## src/rtl/edit_mod_counter.sv

```systemverilog
// Modulo-N time-field counter with front-panel ones/tens digit editing.
// Latency: value/carry update one clk after the sampled tick or key event.
// Backpressure: none; tick and key inputs are sampled every cycle, carry is a 1-cycle pulse.
// Optional feature macro: HOLD_REPEAT_EN (auto-repeat while a qualified key is held).
module edit_mod_counter #(
  parameter int MODULUS    = 60,
  parameter int WIDTH      = 6,
  parameter int SCREEN_ID  = 0,
  parameter int POS_ONES   = 3,
  parameter int POS_TENS   = 2,
  parameter int RPT_DELAY  = 50,
  parameter int RPT_PERIOD = 10
) (
  input  logic             clk,
  input  logic             reset,
  input  logic             tick,
  input  logic             key_plus,
  input  logic             key_minus,
  input  logic             edit_mode,
  input  logic [2:0]       edit_pos,
  input  logic [1:0]       screen,
  output logic [WIDTH-1:0] value,
  output logic             carry,
  output logic             at_max
);

  // Edit arithmetic runs wider than WIDTH so value+10 cannot overflow.
  localparam int EW = WIDTH + 5;
  localparam logic [WIDTH-1:0] MW  = WIDTH'(MODULUS - 1);
  localparam logic [WIDTH-1:0] W1  = WIDTH'(1);
  localparam logic [EW-1:0]    M   = EW'(MODULUS - 1);
  localparam logic [EW-1:0]    C0  = EW'(0);
  localparam logic [EW-1:0]    C1  = EW'(1);
  localparam logic [EW-1:0]    C9  = EW'(9);
  localparam logic [EW-1:0]    C10 = EW'(10);

  logic          kp_prev, km_prev;
  logic          kp_arm, km_arm;
  logic          press_p, press_m;
  logic          rpt_p, rpt_m;
  logic          sel_ones, sel_tens, qualified;
  logic          act_plus, act_minus;
  logic [EW-1:0] v, o, t;
  logic [EW-1:0] ones_up, ones_dn, tens_up, tens_dn, ones_dn_raw, tens_dn_low;
  logic [EW-1:0] edit_nx;

  // A key held through reset stays disarmed until it has been seen released,
  // so the history register alone cannot fake a press edge after reset.
  assign press_p = ~key_plus  & kp_prev & kp_arm;
  assign press_m = ~key_minus & km_prev & km_arm;

  assign sel_ones  = (edit_pos == 3'(POS_ONES));
  assign sel_tens  = (edit_pos == 3'(POS_TENS));
  assign qualified = edit_mode && (screen == 2'(SCREEN_ID)) && (sel_ones || sel_tens);

  // Plus wins over minus when both act in the same cycle.
  assign act_plus  = qualified & (press_p | rpt_p);
  assign act_minus = qualified & (press_m | rpt_m) & ~act_plus;

  assign v           = {5'd0, value};
  assign o           = v % C10;
  assign t           = v - o;
  assign ones_dn_raw = t + C9;
  assign tens_dn_low = ((M - o) / C10) * C10 + o;

  assign ones_up = ((o == C9) || (v == M)) ? t : v + C1;
  assign ones_dn = (o == C0) ? ((ones_dn_raw > M) ? M : ones_dn_raw) : v - C1;
  assign tens_up = ((v + C10) > M) ? o : v + C10;
  assign tens_dn = (v < C10) ? tens_dn_low : v - C10;

  // Select the edited digit result; holds the current value when no edit acts.
  always_comb begin
    edit_nx = v;
    if (act_plus) begin
      edit_nx = sel_ones ? ones_up : tens_up;
    end else if (act_minus) begin
      edit_nx = sel_ones ? ones_dn : tens_dn;
    end
  end

  assign at_max = (value == MW);

  // Count/edit register: tick while running beats any edit; ticks in edit mode are dropped.
  always_ff @(posedge clk) begin
    if (reset) begin
      value   <= '0;
      carry   <= 1'b0;
      kp_prev <= 1'b1;
      km_prev <= 1'b1;
      kp_arm  <= key_plus;
      km_arm  <= key_minus;
    end else begin
      kp_prev <= key_plus;
      km_prev <= key_minus;
      kp_arm  <= kp_arm | key_plus;
      km_arm  <= km_arm | key_minus;
      carry   <= 1'b0;
      if (tick && !edit_mode) begin
        value <= (value == MW) ? '0 : value + W1;
        carry <= (value == MW);
      end else if (act_plus || act_minus) begin
        value <= edit_nx[WIDTH-1:0];
      end
    end
  end

`ifdef HOLD_REPEAT_EN
  localparam logic [15:0] RD = 16'(RPT_DELAY);
  localparam logic [15:0] RL = 16'(RPT_DELAY - RPT_PERIOD + 1);

  logic [15:0] rpt_cnt;
  logic        held;
  logic        rpt_fire;

  // rpt_cnt==0 means idle; a press starts it at 1 so it equals the cycles held.
  assign held     = qualified & (~key_plus | ~key_minus);
  assign rpt_fire = held & (rpt_cnt == RD) & ~(press_p | press_m);
  assign rpt_p    = rpt_fire & ~key_plus;
  assign rpt_m    = rpt_fire & key_plus & ~key_minus;

  // Hold timer: first repeat after RPT_DELAY, then every RPT_PERIOD until release.
  always_ff @(posedge clk) begin
    if (reset) begin
      rpt_cnt <= '0;
    end else if (!held) begin
      rpt_cnt <= '0;
    end else if (press_p || press_m) begin
      rpt_cnt <= 16'd1;
    end else if (rpt_cnt == RD) begin
      rpt_cnt <= RL;
    end else if (rpt_cnt != 16'd0) begin
      rpt_cnt <= rpt_cnt + 16'd1;
    end
  end
`else
  assign rpt_p = 1'b0;
  assign rpt_m = 1'b0;
`endif

endmodule
```

## config.mk

```make
export PLATFORM = sky130hd
export DESIGN_NAME = edit_mod_counter
export DESIGN_NICKNAME = d
export VERILOG_FILES = /design/src/rtl/edit_mod_counter.sv
export SDC_FILE = /design/constraint.sdc
export NUM_CORES = 1
export LEC_CHECK = 0
export ABC_AREA = 1
export CAP_MARGIN = 20
export CORE_MARGIN = 2
export CORE_UTILIZATION = 40
export DETAILED_ROUTE_END_ITERATION = 10
export PLACE_DENSITY_LB_ADDON = 0.2
export SETUP_SLACK_MARGIN = 0.1
export SLEW_MARGIN = 25
export SYNTH_ARGS = -nofsm -noshare
export SYNTH_HDL_FRONTEND = slang
export SYNTH_SLANG_ARGS = --single-unit
```

## constraint.sdc

```tcl
create_clock -name clk -period 15.3 [get_ports clk]
set_clock_uncertainty 0.05 [all_clocks]
set_input_delay 4.59 -clock clk [delete_from_list [all_inputs] [get_ports clk]]
set_output_delay 4.59 -clock clk [all_outputs]
set_load 0.1 [all_outputs]
```

# Word level (Yosys, flattened, before mapping)
# Index checks and enable logic that the tools add are counted.
# op_classes
eq_ne	4
muxes	14
multipliers	1
magnitude_cmp	3
n_reduce_logical	13
addsub	9
bitwise	13
div	2
# op_table
op	n
$mux 6	12
$add 6x1->6 const B	2
$add 11x4->11 const B	1
$div 11x4->11 const B	1
$eq 11x4->1 const B	1
$gt 11x6->1 const B	1
$logic_not 11->1	1
$mod 6x4->11 const B	1
$mul 11x3->5 const B	1
$sub 6x11->11	1
$sub 6x11->11 const A	1
$add 6x4->7 const B	1
$and 1x1->1	7
$gt 7x6->1 const B	1
$add 6x6->6	1
$eq 3x2->1 const B	2
$eq 6x6->1 const B	1
$lt 6x4->1 const B	1
$sub 6x1->6 const B	1
$sub 6x4->6 const B	1
$not 1->1	4
$logic_and 1x1->1	3
$logic_or 1x1->1	3
$reduce_bool 3->1	1
7 further kinds	9
# totals
regBits	11
word_cells	65
inputBits	11

# Longest topological paths before layout
# logic_depth
depth_word	11
ltp_mapped	75
ltp_nobuf	75

# Least setup slack after synthesis
# OpenSTA, ideal clock, no wires.
# synth_path
kind	register to register
from	reg value[1]
to	reg value[5]
slack_ps	5582
n_path_buf	0
t_required_ps	15180
path_stages_with_launch	69
synth_period_minus_slack_ps	9718
arrival_ps	9599
path_cell_list	dfxtp_1 > inv_1 > ha_1 > nand2_1 > nand3_1 > ha_1 > o21bai_4 > nand2_2 > nand2_2 > nor2_1 > nand2_2 > nand3_4 > nand2_1 > nand2_2 > ha_1 > inv_1 > nand3_1 > nand3_2 > (+33 left out) > nand3_1 > ha_1 > or2_2 > nand3_1 > nand3_1 > ha_1 > ha_1 > ha_1 > a21oi_1 > nand2_1 > xor2_1 > xor2_1 > xor2_1 > xnor2_1 > nand2_1 > nand2_1 > nand2_1 > a21oi_1
# synth_between
elab_chain_cells	11
elab_cells_between_ends	31
# synth_rtl
element	line	text
start: declaration	22	output logic [WIDTH-1:0] value,
start signal: assignment	99	value <= (value == MW) ? '0 : value + W1;
start signal: assignment	102	value <= edit_nx[WIDTH-1:0];
$mod 6x4->11	61	assign o = v % C10;
$sub 6x11->11 (on tied branches)	64, 62	
$div 11x4->11 / $add 11x4->11 (equally long branches)	64, 63	
$mul 11x3->5 / $gt 11x6->1 (equally long branches)	64, 67	
$add 6x6->6 / $mux 6 (equally long branches)	64, 67	
$mux 6 (on tied branches)	69, 67	
$mux 6	77	edit_nx = sel_ones ? ones_dn : tens_dn;
$mux 6	76	end else if (act_minus) begin
$mux 6	74	if (act_plus) begin
$mux 6	101	end else if (act_plus || act_minus) begin
$mux 6 *	98	if (tick && !edit_mode) begin
# Every way passes the cells marked *; elsewhere a longest branch is shown, timed or not. The select of a mux whose other input is x is not followed.
# A chain may end at the register's enable or synchronous reset.

# Worst setup path after layout
# Ends and elaborated chain as after synthesis.

==> impl_metrics.ini <==
[routing]
totalWireLength_um = 9100
drt-vias-per-instance = 5.30
initialDrtViolationCount = 182
first_pass_iters = 5
via_count = 3654
post_drt_wl_per_cell_um = 13.2
route.antenna.remaining_nets = 0
route.detailed.drc = 0

[global_route]
grt.overflow.total = 0
grtUsageMet3_pct = 1.04
global_route.peak_usage_layer = met2
use_met2_pct = 35.6
global_route_wire_length_before_repair_um = 15300
grt_max_degree = 17
first_global_vias = 3295
met1_usage_pct = 29.7
track_usage_pct = 20.8
antenna_found_initial = 0

[synth]
number_of_nets_produced_by_synthesis = 616
synthDominantCellAreaShare_pct = 18.3
synth_seq_cells = 11
synth_simple_gate_area_share_pct = 45.9
synthDominantAreaCellType = nand2_1
post_synth_mux_area_share_pct = 0
synth_flop_cell = dfxtp_1
yosys-top-cells-count = nand2_1 (159), inv_1 (76), nand3_1 (62)
synthAdderAreaFrac_pct = 13.3
synth_warnings = 0
synth_edf_count = 0
postSynth.asyncResetShare_pct = 0
post_synth_xor_area_fraction_pct = 6.97
combinational_family_with_the_most_area_after_synthesis = simple AND/OR/NAND/NOR gates
total_standard_cell_area_after_synthesis_mm2 = 0.00327
area_fraction_in_compound_gates_after_synthesis_pct = 15.5
synth_area_per_cell_um2 = 5.72
synth.most_common_cell = nand2_1
ys_top_cells_by_area = nand2_1 (18%), ha_1 (13%), nand3_1 (9.5%)
post_synth_num_cell_types = 44
synth_seq_area_share_pct = 6.74
postSynthCellCount = 571

[floorplanning]
die_area_mm2 = 0.00890
dieWidth_um = 94.4
std_cell_rows = 32
fp.coreArea_mm2 = 0.00781
floorplan.initialDensity_pct = 41.8
die_y_um = 94.4
io-pin-count = 19

[worst_setup_path]
crit_path_max_fanout = 13
cp_slowest_cell = dfxtp_1
cp.required_ps = 15420
cpMostUsedCell = nand2_1
worstSetupStartpointType = flip-flop
crit_end_category = flip-flop
critPathArrivalTime_ps = 10510
timing_worst_setup_path_type = reg2reg
critPathMaxStageDelay_ps = 610

[finish]
area_growth_syn_to_layout_pct = 9.89
utilization_pct = 46.0
finish.net_count = 634
num_antenna_cells = 0
post_route_cells_drive_above_1_share_pct = 10.5
postLayoutCellArea_mm2 = 0.00359

[hold_path]
holdCritPathClass = reg2reg

[timing]
finalSetupTns_ps = 0
timing_max_transition_violations_final = 0
max_slew_margin_pct = 34.1
setup_viol_count_final = 0
timing.final.crit_share_pct = 67.9
report.final.hold_viol_count = 0
max_slew.worst_pin.slew_ps = 985
grt_setup_unrepaired = no
period_minus_slack_ps = 10400
max_clock_freq_ghz = 0.0962

[cts]
cts.hold.buffers_added = 0
clock-root-buffer = clkbuf_8
clk_path_buf_depth = 2
worst_setup_hold_path_clk_slew_ps = 60
number_of_buffers_created_by_cts = 3
clock_insertion_delay_worst_skew_ps = 240
post_cts.resized_instances = 0
clock_tree.htree_level_count = 1
tritoncts = done
post-cts-setup-buffer-count = 0
clock_sinks = 11

[flow_run]
drv.max_cap_violation_count = 0

[place]
gp_congestion = 0.989
place_area_mm2 = 0.00354
port_buffer_cells = 18
dp_hpwl_um = 7410

[status]
status = complete, no violations
## registers in the layout, summed over array words and instances (netlist names)
| name | flops |
|---|---|
| value | 6 |
| kp_prev | 1 |
| kp_arm | 1 |
| carry | 1 |
| km_arm | 1 |
| km_prev | 1 |
## worst max-delay path, delay by kind of cell (launching register included)
family / cells / cell delay (ps)
AOI/OAI and AO/OA: 5 / 1140
and+or+nand+nor: 44 / 4840
adders and majority gates: 9 / 2300
buffers and inverters: 6 / 650
DFF: 1 / 610
xor gates and xnor gates: 4 / 720
## placed cells by master (no fill, tap or decap), drive strengths merged, types with 3 or more instances in the layout
master	synthesis	final
a21oi	22	22
a221oi	4	4
a31oi	3	3
clkbuf	2	4
clkdlybuf4s50	0	18
dfxtp	11	11
ha	33	33
inv	92	92
nand2	182	182
nand3	72	72
nand4	11	11
nor2	40	40
nor3	9	9
o211ai	4	4
o21ai	35	35
xnor2	7	7
xor2	19	19
## area by class of cell
| class | instances | area, um^2 |
|---|---|---|
| Fill cell | 847 | 4220 |
| Sequential cell | 11 | 220 |
| Inverter | 93 | 349 |
| Multi-Input combinational cell | 462 | 2670 |
| Clock buffer | 4 | 45.0 |
| Timing Repair Buffer | 18 | 180 |
| Tap cell | 102 | 128 |
## logic make-up (layout without fill, tap and decap cells)
family                     count (synthesis)  in the layout
and+or+nand+nor                          320            320
buffers and inverters                     98            115
AOI/OAI and AO/OA                         82             82
adders and majority gates                 34             34
xor gates and xnor gates                  26             26
DFF                                       11             11
## final timing paths
kind	to	startpoint	depth (start not counted)	slack, ps
max	value[5]$_SDFFE_PP0N_	value[1]$_SDFFE_PP0N_	68	4900
max reg2reg	value[5]$_SDFFE_PP0N_	value[1]$_SDFFE_PP0N_	68	4900
min reg2reg	kp_arm$_DFF_P_	kp_arm$_DFF_P_	2	400
min	kp_arm$_DFF_P_	kp_arm$_DFF_P_	2	400
## metal layers
metal / vias to the layer above / share of wire (%)
met4: 0 / 0.78
li1: 1903 / -
met1: 1630 / 49
met5: - / 0
met2: 113 / 46
met3: 8 / 4.9
## through the flow
stage          hold WS (ps)  cells  worst slack (ps)
6_report                398    690              4900
5_1_grt                 447    690              3830
4_1_cts                 402    690              4960
3_5_place_dp            388    686              5020
3_3_place_gp            384    686              5230
2_1_floorplan           369    571              5580
Power is left out: the tool's default activity adds up to more than one toggle a clock period on the data nets, which glitch-free logic cannot reach.
